$ cat src/rtl/limb_lifo_pkg.sv
// limb_pkg: shared types and constants for the LIMB stack
package limb_pkg;
  typedef enum logic {OVF_REJECT = 1'b0, OVF_OVERWRITE = 1'b1} limb_ovf_mode_e;
  localparam int LIMB_DATA_W = 8;
  function automatic bit limb_pow2(input int n);
    return n >= 2 && (n & (n - 1)) == 0;
  endfunction
endpackage

$ cat src/rtl/limb_lifo_if.sv
// limb_lifo_if: sequencer-to-stack command and status bundle
interface limb_lifo_if #(
  parameter int DATA_W = 8,
  parameter int CNT_W  = 5
);
  logic              push;
  logic              pop;
  logic              flush;
  logic              clr_err;
  logic [DATA_W-1:0] data_in;
  logic [DATA_W-1:0] top;
  logic [CNT_W-1:0]  count;
  logic              empty;
  logic              full;
  logic              overflow;
  logic              underflow;
  modport master (output push, pop, flush, clr_err, data_in, input top, count, empty, full, overflow, underflow);
  modport slave  (input push, pop, flush, clr_err, data_in, output top, count, empty, full, overflow, underflow);
endinterface

$ cat src/rtl/limb_lifo_ram.sv
// limb_lifo_ram: 1W/1R async-read storage, deliberately without reset
module limb_lifo_ram #(
  parameter int DATA_W = 8,
  parameter int DEPTH  = 16,
  parameter int AW     = $clog2(DEPTH)
) (
  input  logic              clk,
  input  logic              we,
  input  logic [AW-1:0]     waddr,
  input  logic [DATA_W-1:0] wdata,
  input  logic [AW-1:0]     raddr,
  output logic [DATA_W-1:0] rdata
);
  logic [DATA_W-1:0] mem [DEPTH];
  // single write port
  always_ff @(posedge clk)
    if (we) mem[waddr] <= wdata;
  assign rdata = mem[raddr];
endmodule

$ cat src/rtl/limb_lifo.sv
// limb_lifo: call/data stack with replace-top, sticky error flags and selectable full policy
module limb_lifo
  import limb_pkg::*;
#(
  parameter int             DATA_W   = LIMB_DATA_W,
  parameter int             DEPTH    = 16,
  parameter limb_ovf_mode_e OVF_MODE = OVF_REJECT,
  parameter int             CNT_W    = $clog2(DEPTH) + 1
) (
  input  logic      clk,
  input  logic      reset,
  limb_lifo_if.slave bus
);
  localparam int AW = $clog2(DEPTH);
  if (!limb_pow2(DEPTH)) begin : g_bad_depth
    $error("limb_lifo: DEPTH must be a power of two and >= 2");
  end
  logic [AW-1:0]     wp, wp_nxt, wr_addr, tp;
  logic [CNT_W-1:0]  cnt, cnt_nxt;
  logic              ovf, unf, ovf_nxt, unf_nxt;
  logic              do_push, do_pop, is_empty, is_full, rep, pu, po, adv, wr_en;
  logic [DATA_W-1:0] rd_data;
  // decode the cycle's operation and compute next pointer, count and flags
  always_comb begin
    do_push  = bus.push && !bus.flush;
    do_pop   = bus.pop && !bus.flush;
    is_empty = cnt == '0;
    is_full  = cnt == CNT_W'(DEPTH);
    tp       = wp - 1'b1;
    rep      = do_push && do_pop && !is_empty;
    pu       = do_push && !rep;
    po       = do_pop && !do_push && !is_empty;
    adv      = pu && (!is_full || OVF_MODE == OVF_OVERWRITE);
    wr_en    = rep || adv;
    wr_addr  = rep ? tp : wp;
    wp_nxt   = bus.flush ? '0 : adv ? wp + 1'b1 : po ? tp : wp;
    cnt_nxt  = bus.flush ? '0 : (pu && !is_full) ? cnt + 1'b1 : po ? cnt - 1'b1 : cnt;
    ovf_nxt  = (pu && is_full) || (ovf && !bus.clr_err);
    unf_nxt  = (do_pop && is_empty) || (unf && !bus.clr_err);
  end
  // state registers
  always_ff @(posedge clk or posedge reset)
    if (reset) begin
      wp  <= '0;
      cnt <= '0;
      ovf <= 1'b0;
      unf <= 1'b0;
    end else begin
      wp  <= wp_nxt;
      cnt <= cnt_nxt;
      ovf <= ovf_nxt;
      unf <= unf_nxt;
    end
  limb_lifo_ram #(.DATA_W(DATA_W), .DEPTH(DEPTH), .AW(AW)) u_ram (
    .clk   (clk),
    .we    (wr_en),
    .waddr (wr_addr),
    .wdata (bus.data_in),
    .raddr (tp),
    .rdata (rd_data)
  );
  assign bus.top       = is_empty ? '0 : rd_data;
  assign bus.count     = cnt;
  assign bus.empty     = is_empty;
  assign bus.full      = is_full;
  assign bus.overflow  = ovf;
  assign bus.underflow = unf;
endmodule

$ cat src/flat_wrapper.sv
// flat-port wrapper written by rule: the top's interface ports become plain ports
module limb_lifo_flat import limb_pkg::*;
#(
  parameter int             DATA_W   = LIMB_DATA_W,
  parameter int             DEPTH    = 16,
  parameter limb_ovf_mode_e OVF_MODE = OVF_REJECT,
  parameter int             CNT_W    = $clog2(DEPTH) + 1
)
  (clk, reset, bus_push, bus_pop, bus_flush, bus_clr_err, bus_data_in, bus_top, bus_count, bus_empty, bus_full, bus_overflow, bus_underflow);
  limb_lifo_if #(.DATA_W(DATA_W), .CNT_W(CNT_W)) bus_i ();
  input  logic clk;
  input  logic reset;
  input wire logic [$bits(bus_i.push)-1:0] bus_push;
  input wire logic [$bits(bus_i.pop)-1:0] bus_pop;
  input wire logic [$bits(bus_i.flush)-1:0] bus_flush;
  input wire logic [$bits(bus_i.clr_err)-1:0] bus_clr_err;
  input wire logic [$bits(bus_i.data_in)-1:0] bus_data_in;
  output wire logic [$bits(bus_i.top)-1:0] bus_top;
  output wire logic [$bits(bus_i.count)-1:0] bus_count;
  output wire logic [$bits(bus_i.empty)-1:0] bus_empty;
  output wire logic [$bits(bus_i.full)-1:0] bus_full;
  output wire logic [$bits(bus_i.overflow)-1:0] bus_overflow;
  output wire logic [$bits(bus_i.underflow)-1:0] bus_underflow;
  assign bus_i.push = bus_push;
  assign bus_i.pop = bus_pop;
  assign bus_i.flush = bus_flush;
  assign bus_i.clr_err = bus_clr_err;
  assign bus_i.data_in = bus_data_in;
  assign bus_top = bus_i.top;
  assign bus_count = bus_i.count;
  assign bus_empty = bus_i.empty;
  assign bus_full = bus_i.full;
  assign bus_overflow = bus_i.overflow;
  assign bus_underflow = bus_i.underflow;
  limb_lifo #(.DATA_W(DATA_W), .DEPTH(DEPTH), .OVF_MODE(OVF_MODE), .CNT_W(CNT_W)) u_core (.clk(clk), .reset(reset), .bus(bus_i));
endmodule
$ cat config.mk
export PLATFORM = sky130hd
export DESIGN_NAME = limb_lifo_flat
export DESIGN_NICKNAME = d
export VERILOG_FILES = /design/src/rtl/limb_lifo_pkg.sv /design/src/rtl/limb_lifo_if.sv /design/src/rtl/limb_lifo_ram.sv /design/src/rtl/limb_lifo.sv /design/src/flat_wrapper.sv
export SDC_FILE = /design/constraint.sdc
export NUM_CORES = 1
export LEC_CHECK = 0
export ABC_AREA = 1
export CORE_ASPECT_RATIO = 0.7
export CORE_MARGIN = 10
export CORE_UTILIZATION = 45
export CTS_BUF_LIST = sky130_fd_sc_hd__clkbuf_8
export CTS_CLUSTER_SIZE = 40
export DETAILED_ROUTE_END_ITERATION = 8
export HOLD_SLACK_MARGIN = 0.12
export PLACE_DENSITY = 0.68
export SKIP_LAST_GASP = 1
export SYNTH_ARGS = -nofsm -noshare
export SYNTH_HDL_FRONTEND = slang
export SYNTH_SLANG_ARGS = --single-unit
$ cat constraint.sdc
create_clock -name clk -period 2.29 [get_ports clk]
set_input_delay 0.458 -clock clk [delete_from_list [all_inputs] [get_ports clk]]
set_output_delay 0.458 -clock clk [all_outputs]
set_load 0.05 [all_outputs]
Word level (Yosys, flattened, before mapping)
Memories as Yosys holds them, arrays and structs flattened.
Cells that the tools add are included.

word-level totals
  register bits after elaboration = 11
  bits in latches = 0
  bits in writable memories = 128
  ROM bits = 0
  bits of input ports = 14
  output and inout port bits = 17
  word-level logic and storage cells = 43
  memories = 1

cells by class
  add/subtract/negate cells = 4
  multiply operators = 0
  div/mod/pow operators = 0
  $lt $le $gt $ge = 0
  eq/ne operators = 1
  shift-type cells = 0
  mux-type cells = 10
  bitwise logic cells = 0
  reduce and logical (&&, ||, !) cells = 23

memory list
  memory            words  width  read ports  clocked after Yosys merged registers in  write ports  RTL line             RTL
  u_core.u_ram.mem  16     8      1           0                                        1            limb_lifo_ram.sv:14  logic [DATA_W-1:0] mem [DEPTH];

operator list
  kind                 count
  $mux 4               4
  $mux 5               3
  $logic_and 1x1->1    12
  $mux 8               1
  $logic_not 1->1      6
  $add 5x1->5 const B  1
  $eq 5x5->1 const B   1
  $logic_not 5->1      1
  $sub 5x1->5 const B  1
  $add 4x1->4 const B  1
  $sub 4x1->4 const B  1
  $logic_or 1x1->1     3
  $reduce_bool 3->1    1
  $mux 1               2

Longest topological paths before layout
Gate-level depths: netlist of the first run.

  word-level depth = 10
  depth in mapped cells = 13
  mapped depth without buffers = 13

Cells and area by module
From an unflattened synthesis of the first run, not the netlist that was laid out.

second synthesis, totals
  cells, all modules = 671
  area total of the unflattened synthesis = 6555.0 um2

modules (own cells, without submodules)
  module         instances  cells an instance  area an instance (um2)  sequential area each (um2)
  limb_lifo_ram  1          543                5606.6                  3843.7
  limb_lifo      1          128                948.4                   275.3

Worst setup path before layout of the first run
No wires, ideal clock.

  path kind = register to output
  from = register u_core.wp[0]
  to = output port bus_top[6]
  data arrival time = 2.535 ns
  required time = 1.832 ns
  slack = -0.703 ns
  cell stages (with the launch flop) = 10
  buffers on the path = 3
  path through = dfrtp_1 -> inv_2 -> buf_2 -> buf_2 -> ha_1 -> buf_1 -> o21ai_0 -> o211ai_1 -> nand3_1 -> a21oi_1

on the way
  word-level cells in the longest chain between the ends = 3

ends and longest elaborated chain
  what                    RTL line            RTL
  start, declared         limb_lifo.sv:18     logic [AW-1:0] wp, wp_nxt, wr_addr, tp;
  start signal, assigned  limb_lifo.sv:49     wp <= wp_nxt;
  $sub 4x1->4             limb_lifo.sv:29     tp = wp - 1'b1;
  $mem_v2 16x8            n/a
  $mux 8                  limb_lifo.sv:62     assign bus.top = is_empty ? '0 : rd_data;
  end, declared           flat_wrapper.sv:18  output wire logic [$bits(bus_i.top)-1:0] bus_top;

Every way passes these cells.

Worst setup path in the final report of the first run
Same ends and word-level chain as after synthesis.

==> results of run 1 <==
## through the flow
| stage | worst slack [ps] | power (W) |
|---|---|---|
| 2_1_floorplan | -10.2 | 0.00538 |
| 3_3_place_gp | -142 | 0.00683 |
| 3_5_place_dp | -207 | 0.00689 |
| 4_1_cts | -354 | 0.00938 |
| 5_1_grt | -461 | 0.0101 |
| 6_report | -348 | 0.00960 |
## metal layers
| metal | wire length (um) | share of wire, % | global-route usage [%] |
|---|---|---|---|
| met1 | 6630 | 44 | 21.9 |
| met2 | 6840 | 45 | 25.7 |
| met3 | 1410 | 9.3 | 5.31 |
| met4 | 208 | 1.4 | 4.97 |
| met5 | 0 | 0 | 0 |
## cells in the mapped netlist, drive strengths merged
| cell | instances | area share, % |
|---|---|---|
| clkinv | 1 | 0.062 |
| nand3 | 94 | 8.5 |
| o211ai | 3 | 0.37 |
| ha | 6 | 1.2 |
| nand2 | 158 | 10 |
| xnor2 | 2 | 0.41 |
| o21ai | 17 | 1.5 |
| a21oi | 24 | 2.2 |
| xor2 | 6 | 0.99 |
| o22ai | 2 | 0.21 |
| dfrtp | 11 | 4.5 |
| edfxtp | 128 | 63 |
| fa | 1 | 0.33 |
| nor2 | 40 | 2.7 |
| clkbuf | 9 | 0.56 |
| buf | 15 | 1.3 |
| nand4 | 1 | 0.10 |
| a31oi | 1 | 0.10 |
| inv | 23 | 1.4 |
## kinds of logic (layout without fill, tap and decap cells)
| group | count (synthesis) | count (layout) | share of synthesized area, % |
|---|---|---|---|
| xor gates and xnor gates | 8 | 8 | 1.40 |
| adders and majority gates | 7 | 7 | 1.57 |
| AOI/OAI and AO/OA | 47 | 47 | 4.31 |
| DFF | 139 | 139 | 67.9 |
| buffers and inverters | 48 | 145 | 3.34 |
| and+or+nand+nor | 293 | 293 | 21.4 |
## registers in the layout (all words and copies together) (netlist names)
| signal | count |
|---|---|
| u_core.u_ram.mem | 128 |
| u_core.bus.underflow | 1 |
| u_core.bus.overflow | 1 |
| u_core.wp | 4 |
| u_core.bus.count | 5 |
## power groups by stage
| stage | sequential, W | clock [W] | combinational [W] |
|---|---|---|---|
| 3_5_place_dp | 0.00302 | 0 | 0.00387 |
| 3_3_place_gp | 0.00302 | 0 | 0.00381 |
| 6_report | 0.00298 | 0.00207 | 0.00455 |
| 2_1_floorplan | 0.00312 | 0 | 0.00226 |
| 4_1_cts | 0.00297 | 0.00210 | 0.00431 |
| 5_1_grt | 0.00299 | 0.00223 | 0.00484 |
## area by class of cell
class | count | area, um^2 | share of cell area (%)
flip-flops and latches | 139 | 4120 | 52.0
inverters | 24 | 100 | 1.26
repair buffers | 89 | 931 | 11.8
clock buffers | 17 | 234 | 2.95
clock inverters | 15 | 183 | 2.31
multi-input cells | 355 | 2120 | 26.7
well taps | 185 | 231 | 2.92
## critical path, stage by stage (launching register included)
cell and delay, ps:
sky130_fd_sc_hd__dfrtp_2 430, sky130_fd_sc_hd__inv_4 90, sky130_fd_sc_hd__ha_4 260, sky130_fd_sc_hd__buf_6 140, sky130_fd_sc_hd__nor2_4 70, sky130_fd_sc_hd__o21ai_2 50, sky130_fd_sc_hd__o211ai_1 120, sky130_fd_sc_hd__buf_4 180
sky130_fd_sc_hd__nand3_4 80, sky130_fd_sc_hd__a21oi_4 180, sky130_fd_sc_hd__buf_12 150
## final timing paths
check                                startpoint                     end  cells after the start
setup / recovery                   u_core.wp[0]              bus_top[6]                     10
setup reg to reg                   u_core.wp[0]  u_core.u_ram.mem[1][2]                      9
hold / removal                            reset     u_core.bus.count[3]                      2
min in group clk           u_core.bus.underflow    u_core.bus.underflow                      2
hold reg to reg            u_core.bus.underflow    u_core.bus.underflow                      2
max in group asynchronous                 reset     u_core.bus.count[1]                      2
## repair_timing
item                                    4_1_cts  5_1_grt
pin swaps                                    22       16
resized for setup                            54       31
gates cloned                                  0        0
buffers inserted                              5        4
endpoints found under the setup margin        8       17
==> results.md, run 1 <==
- Counting along the longest clock path gives a buffer depth of 2.
- The count of yosys warnings during synthesis is 0.
- The first-pass GRT wire length is 23.7 mm.
- The placed wire-length estimate is approximately 10 mm.
- The worst setup path is captured at a primary output.
- The internal reg-to-reg setup slack is 150 ps.
- Leaving out fill and tap cells, the most frequent cell in the layout is sky130_fd_sc_hd__nand2_1.
- The max-slew violation total from the final report is 0.
- The count of standard-cell rows is 35.
- The count of input and output buffers is 30.
- Based on the critical path, the design can be clocked at up to approximately 380 MHz.
- The level count of the clock H-tree is 4.
- The total global-route track usage is 16.6%.
- Max-cap violations in this run came to 0.
- The final worst hold slack is 325 ps.
- The final reports fail on setup timing.
- The clock skew is 13.1 ps.
- The number of antenna repair diodes is 0.
- The initial detailed-routing violation count is 510.
- For this design the static power due to leakage is approximately 3 nW.
- The final route contains roughly 4400 vias.
- The cell chosen for the clock root is sky130_fd_sc_hd__clkbuf_8.
- The final estimated routing congestion in global placement is approximately 0.9.
- Subtracting the final worst setup slack from the clock period gives roughly 2600 ps.
- The net switching fraction of the power is between 30 and 40%.
- The number of nets in the final layout is 647.
- The clock-pin slew on the worst setup and hold paths is approximately 80 ps.
- The initial antenna violation count is 0.
- Setup repair after global routing could not meet its margin everywhere.
- The headroom to the max-slew limit is 44.8%.
- The number of endpoints with negative hold slack in the final report was 0.
- Counting every instance in the synthesized netlist gives between 500 and 600.
- STA classifies the critical path startpoint as a flip-flop.
- Cell internal power was estimated by the tool at slightly below 0.006 W.
- The critical path in this run is classified as flip-flop to primary output.
- The clock network fraction of design power is 21.5%.
- After clock tree synthesis, the flow added hold-fix buffers numbering 0.
- Counting flops and latches in the post-synthesis netlist gives between 100 and 150.
- After layout, the worst setup slack is -348 ps.
- Counting every net in the synthesized netlist gives between 500 and 600.
- The worst supply voltage drop on vdd is ~560 uV.
- The switching power summed over all nets is about 0.0037 W.
- The number of global-route vias before repair is 4430.
- The worst hold path belongs to the class input port to asynchronous set/reset pin.
- The final non-filler cell area is 7920 um^2.
- The die extent in y is 117 um.
- Dividing the detail-routed via count by the number of cells gives 5.34.
- At the worst endpoint, the required time is roughly 1800 ps.
- Once layout is complete, the utilization of the core stands at 60.1%.
- The sequential share of the synthesized area is 67.9%.
- After the flow finishes, the layout carries non-filler instances totaling between 800 and 900.
- The unique cell type count in the Yosys netlist is 33.
- Before antenna repair, the detailed router went through 6 iterations.
- The maximum number of pins on one net before global-route repair is 35.
- The clock sink count is 139.
- For the worst setup path, the data arrival time is between 2000 and 2500 ps.
- The combinational fraction of design power is ~47%.
- The clock latency at the later pin of the worst-skew pair is roughly 430 ps.
- Setup violations remaining at the end of the flow were counted as 8.
- In this run the worst path has a maximum fanout of 6.
- In this run the standard cell core region covers ~13000 um^2.
- In the layout the commonest cells are 148 x sky130_fd_sc_hd__nand2_1, 128 x sky130_fd_sc_hd__edfxtp_1, 57 x sky130_fd_sc_hd__nand3_1.
- From left edge to right edge, the die measures between 150 and 200 um.
- The post-synthesis cell area is ~6000 um^2.
- The wire length per cell after detailed routing is about 18 um.
- The number of top-level pins is 31.
- The residual overflow from global routing is 0.
- The placed standard-cell area is 7070 um^2.
- The effective utilization at floorplan is between 40% and 50%.
- The total power density per cell area is ~1200 nW/um^2.
- TritonCTS created 17 clock buffers.
- For the pin with the worst max-slew slack, the measured transition is 825 ps.
- After layout, the worst path uses 115% of the clock period.
- The number of remaining DRC errors is 0.
- After synthesis, the mean cell area works out to roughly 11 um^2.
- TritonCTS built the clock tree.
- The number of cells after detailed placement is a little under 800.
- The antenna violation net count after detailed routing is 0.
- The share of post-route cells with drive strength above 1 is between 20% and 30%.
- Registers are responsible for between 30% and 40% of the overall power.
- The filler cell count is between 1000 and 1500.
- From synthesis to final layout, the design area changed by 30.6%.
- The die covers ~19000 um^2.
- For the final routed database, the setup TNS stands at -2430 ps.
- For this block, the routed nets add up to 15.1 mm of wire.
- The flow ran to the end, but the final reports show violations.
No activity file was read; power rests on OpenSTA's default activity.
==> run 2: changes to the inputs <==
--- a/config.mk
+++ b/config.mk
@@ -14,7 +14,9 @@
 export DETAILED_ROUTE_END_ITERATION = 8
 export HOLD_SLACK_MARGIN = 0.12
 export PLACE_DENSITY = 0.68
+export REMOVE_ABC_BUFFERS = 1
 export SKIP_LAST_GASP = 1
 export SYNTH_ARGS = -nofsm -noshare
 export SYNTH_HDL_FRONTEND = slang
+export SYNTH_HIERARCHICAL = 1
 export SYNTH_SLANG_ARGS = --single-unit
==> results.md, run 2 <==
- After synthesis, the netlist uses 30 different library cells.
- The CTS tree is built.
- The flip-flop count of the largest register after layout is ~130.
- The setup TNS after final layout is -2700 ps.
- Headroom to the max-slew limit came out at between 60% and 70%.
- In the layout the commonest cells are 204 x sky130_fd_sc_hd__nand2_1, 128 x sky130_fd_sc_hd__edfxtp_1, 115 x sky130_fd_sc_hd__inv_1.
- The hold buffer count at cts is 0.
- Setup violations remaining at the end of the flow were counted as 8.
- The library cell used most frequently in the layout, excluding fill and tap cells, is sky130_fd_sc_hd__nand2_1.
- The maximum frequency from static timing analysis is about 370 MHz.
- Yosys instantiated no cell more often than sky130_fd_sc_hd__nand2_1.
- The die area is approximately 20000 um^2.
- The largest total area in the synthesized netlist belongs to sky130_fd_sc_hd__edfxtp_1.
- The per-cell via count in the routed design is ~5.3.
- The sequential share of the synthesized area is a little over three fifths.
- For this run the aggregate overflow at the end of global routing stands at 0.
- Setup repair after global routing could not meet its margin everywhere.
- The routed design has about 19 mm of wire.
- The number of endpoints with negative hold slack in the final report is 0.
- For this run, the detailed router's first-pass iteration total came to 5.
- STA puts the critical path data required time at around 1800 ps.
- The category of the worst setup path launch point is a flip-flop.
- The number of antenna repair diodes is 0.
- The endpoint type of the worst setup path is a primary output.
- The placed instances occupy a cell area of approximately 7400 um^2.
- Dividing the final minimum period by the clock period gives 117%.
- 31 I/O pins were placed.
- The actual transition at the worst max-transition pin is between 500 and 600 ps.
- The number of enable flip-flop cells after synthesis is ~130.
- The checks that failed: setup timing.
- The root buffer cell chosen for the clock tree is sky130_fd_sc_hd__clkbuf_8.
- Input and output buffers added on the ports amount to 30.
- After legalization and detailed placement, the total HPWL measured between 10 and 15 mm.
- Once the floorplan was initialized, standard cells occupied a little under half of the core.
- The floorplan has 36 rows.
- The first-pass GRT wire length is approximately 28 mm.
- Across the routed clock network, the largest skew measured is around 16 ps.
- The top cell type by area accounts for about three fifths of the synthesized area.
- At the placement stage, the worst setup path has a slack of -269 ps.
- The proportion of synthesized flip-flops having asynchronous set or reset is between 7 and 8%.
- In this run the worst hold path is classified as input port to asynchronous set/reset pin.
- The number of global-route vias before repair is ~5100.
- After synthesis, the mean cell area works out to slightly below 10 um^2.
- The die is ~160 um wide.
- In the post-synthesis netlist, the biggest area contributors are sky130_fd_sc_hd__edfxtp_1 59%, sky130_fd_sc_hd__nand2_1 12%, sky130_fd_sc_hd__nand3_1 7.9%.
- IR analysis of the VDD net gives a maximum drop of between 1000 and 1500 uV.
- The flow ran to the end, but the final reports show violations.
- The final critical-path required period is 2690 ps.
- The clock sink count is ~140.
- The maximum number of pins on one net before global-route repair is 19.
- By count the netlist is led by 213 x sky130_fd_sc_hd__nand2_1, 128 x sky130_fd_sc_hd__edfxtp_1, 121 x sky130_fd_sc_hd__inv_1, 103 x sky130_fd_sc_hd__nand3_1, 18 x sky130_fd_sc_hd__nor2_1.
- The number of buffers created by CTS is 17.
- Relative to the synthesized area, the layout overhead comes to 35.2%.
- Of the cells placed in the final design, the portion with a size suffix greater than 1 is between 20 and 30%.
- Fill cells in the final layout number between 1000 and 1500.
- The wire length per cell after detailed routing is roughly 20 um.
- The antenna violation net count after detailed routing is 0.
- In the routed design, unresolved DRC markers number 0.
- The total global-route track usage is 18.7%.
- The final non-filler cell area is about 8900 um^2.
- The worst-path maximum fanout is 7.
- The total via count after detailed routing is between 5000 and 6000.
- Synthesis produced about 670 cells.
- Dividing total power by cell area gives a power density of 1610 nW/um^2.
- The clock latency at the later pin of the worst-skew pair is 450 ps.
- The post-synthesis cell area is between 6000 and 7000 um^2.
- The die extent in y is 121 um.
- The register bit count reported by yosys is around 140.
- The max-slew violation total from the final report is 0.
- The initial antenna violation count is 0.
- Measured on the finished design, the core utilization comes to between 60% and 70%.
- The number of nets in the final layout is 801.
- The area inside the core boundary is 14100 um^2.
- The level count of the clock H-tree is 4.
- Across the run, the number of max-cap violations was 0.
- The detailed router finished its first iteration with 751 violations.
- The path type of the worst setup path is flip-flop to primary output.
- For this run, the leading register cell type out of synthesis is sky130_fd_sc_hd__edfxtp_1.
- Clock-pin slew was measured on the worst setup and hold paths at 80 ps.
- The setup slack of the critical path after layout is -398 ps.
- The data arrival time of the critical path is between 2000 and 2500 ps.
- The reported leakage power is 3.98 nW.
- Routability-driven placement finished with a final weighted congestion of 0.897.
- Ranked by flip-flop count, first place goes to u_core/u_ram/mem.
- The buffer levels on the longest clock path is 2.
- The completed layout was analyzed and its total power is between 0.01 and 0.015 W.
- Yosys printed 6 warnings.
[run 2: cell types whose count changed after synthesis, moves of 3 or more]
cell,before,now
sky130_fd_sc_hd__a21oi_1,23,2
sky130_fd_sc_hd__nand2_1,155,213
sky130_fd_sc_hd__nand3_1,88,103
sky130_fd_sc_hd__buf_6,0,7
sky130_fd_sc_hd__inv_1,18,121
sky130_fd_sc_hd__clkbuf_1,9,1
sky130_fd_sc_hd__o21ai_0,13,0
sky130_fd_sc_hd__o21ai_1,3,7
sky130_fd_sc_hd__o211ai_1,3,0
sky130_fd_sc_hd__nor2_1,37,18
[run 2: what timing repair did]
action | in CTS | in global routing
setup buffers | 11 | 4
cloned | 10 | 3
endpoints found under the setup margin | 9 | 100
resized for setup | 90 | 51
pin swaps | 15 | 22
[run 2: area by class of cell]
| class | instances | area (um^2) | area share (%) |
|---|---|---|---|
| Clock buffer | 17 | 234 | 2.64 |
| Clock inverter | 15 | 188 | 2.12 |
| Inverter | 129 | 522 | 5.89 |
| Multi-Input combinational cell | 377 | 2180 | 24.6 |
| Sequential cell | 139 | 4120 | 46.5 |
| Tap cell | 190 | 238 | 2.68 |
| Timing Repair Buffer | 116 | 1380 | 15.5 |
[run 2: final timing paths]
kind / from / to / slack (ps) / cells past startpoint
setup reg to reg: u_core/wp[0] / u_core/u_ram/mem[3][0] / 40 / 11
min in group clk: u_core/bus.underflow / u_core/bus.underflow / 550 / 2
max in group asynchronous: reset / u_core/wp[2] / 1610 / 2
setup / recovery: u_core/wp[0] / bus_top[5] / -400 / 12
hold / removal: reset / u_core/bus.count[2] / 320 / 2
hold reg to reg: u_core/bus.underflow / u_core/bus.underflow / 550 / 2
[run 2: metrics by stage]
stage	instances	hold WS, ps
5_1_grt	983	337
6_report	983	321
4_1_cts	976	315
2_1_floorplan	645	310
3_5_place_dp	924	536
3_3_place_gp	924	523
[run 2: kinds of logic after synthesis]
family                     after synthesis  synth area share (%)
adders and majority gates                7                  1.45
xor gates and xnor gates                 8                  1.07
AOI/OAI and AO/OA                       13                  1.22
DFF                                    139                  62.8
and+or+nand+nor                        349                  23.2
buffers and inverters                  155                  10.2
[run 2: routing by layer]
layer	GRT usage, %	part of all wire [%]	vias up
met4	7.46	3.6	0
met2	28.6	46	321
met1	23.8	40	2459
met5	0	0	-
li1	-	-	2376
met3	6.75	11	63
[run 2: critical path: stages (launching register included)]
cell and delay [ps]:
sky130_fd_sc_hd__dfrtp_1 370, sky130_fd_sc_hd__inv_2 70, sky130_fd_sc_hd__ha_4 310, sky130_fd_sc_hd__clkinv_8 90, sky130_fd_sc_hd__inv_12 100, sky130_fd_sc_hd__buf_12 150, sky130_fd_sc_hd__nand3_4 90, sky130_fd_sc_hd__nand3_2 110
sky130_fd_sc_hd__nand3_2 120, sky130_fd_sc_hd__nand2_2 90, sky130_fd_sc_hd__nand2_1 60, sky130_fd_sc_hd__inv_1 80, sky130_fd_sc_hd__buf_6 160
[run 2: power by group]
part	switching, W	leakage, nW	internal (W)
clock network	0.00101	0.199	0.00110
registers	0.000140	1.30	0.00300
logic	0.00540	2.48	0.00361
total	0.00655	3.98	0.00770
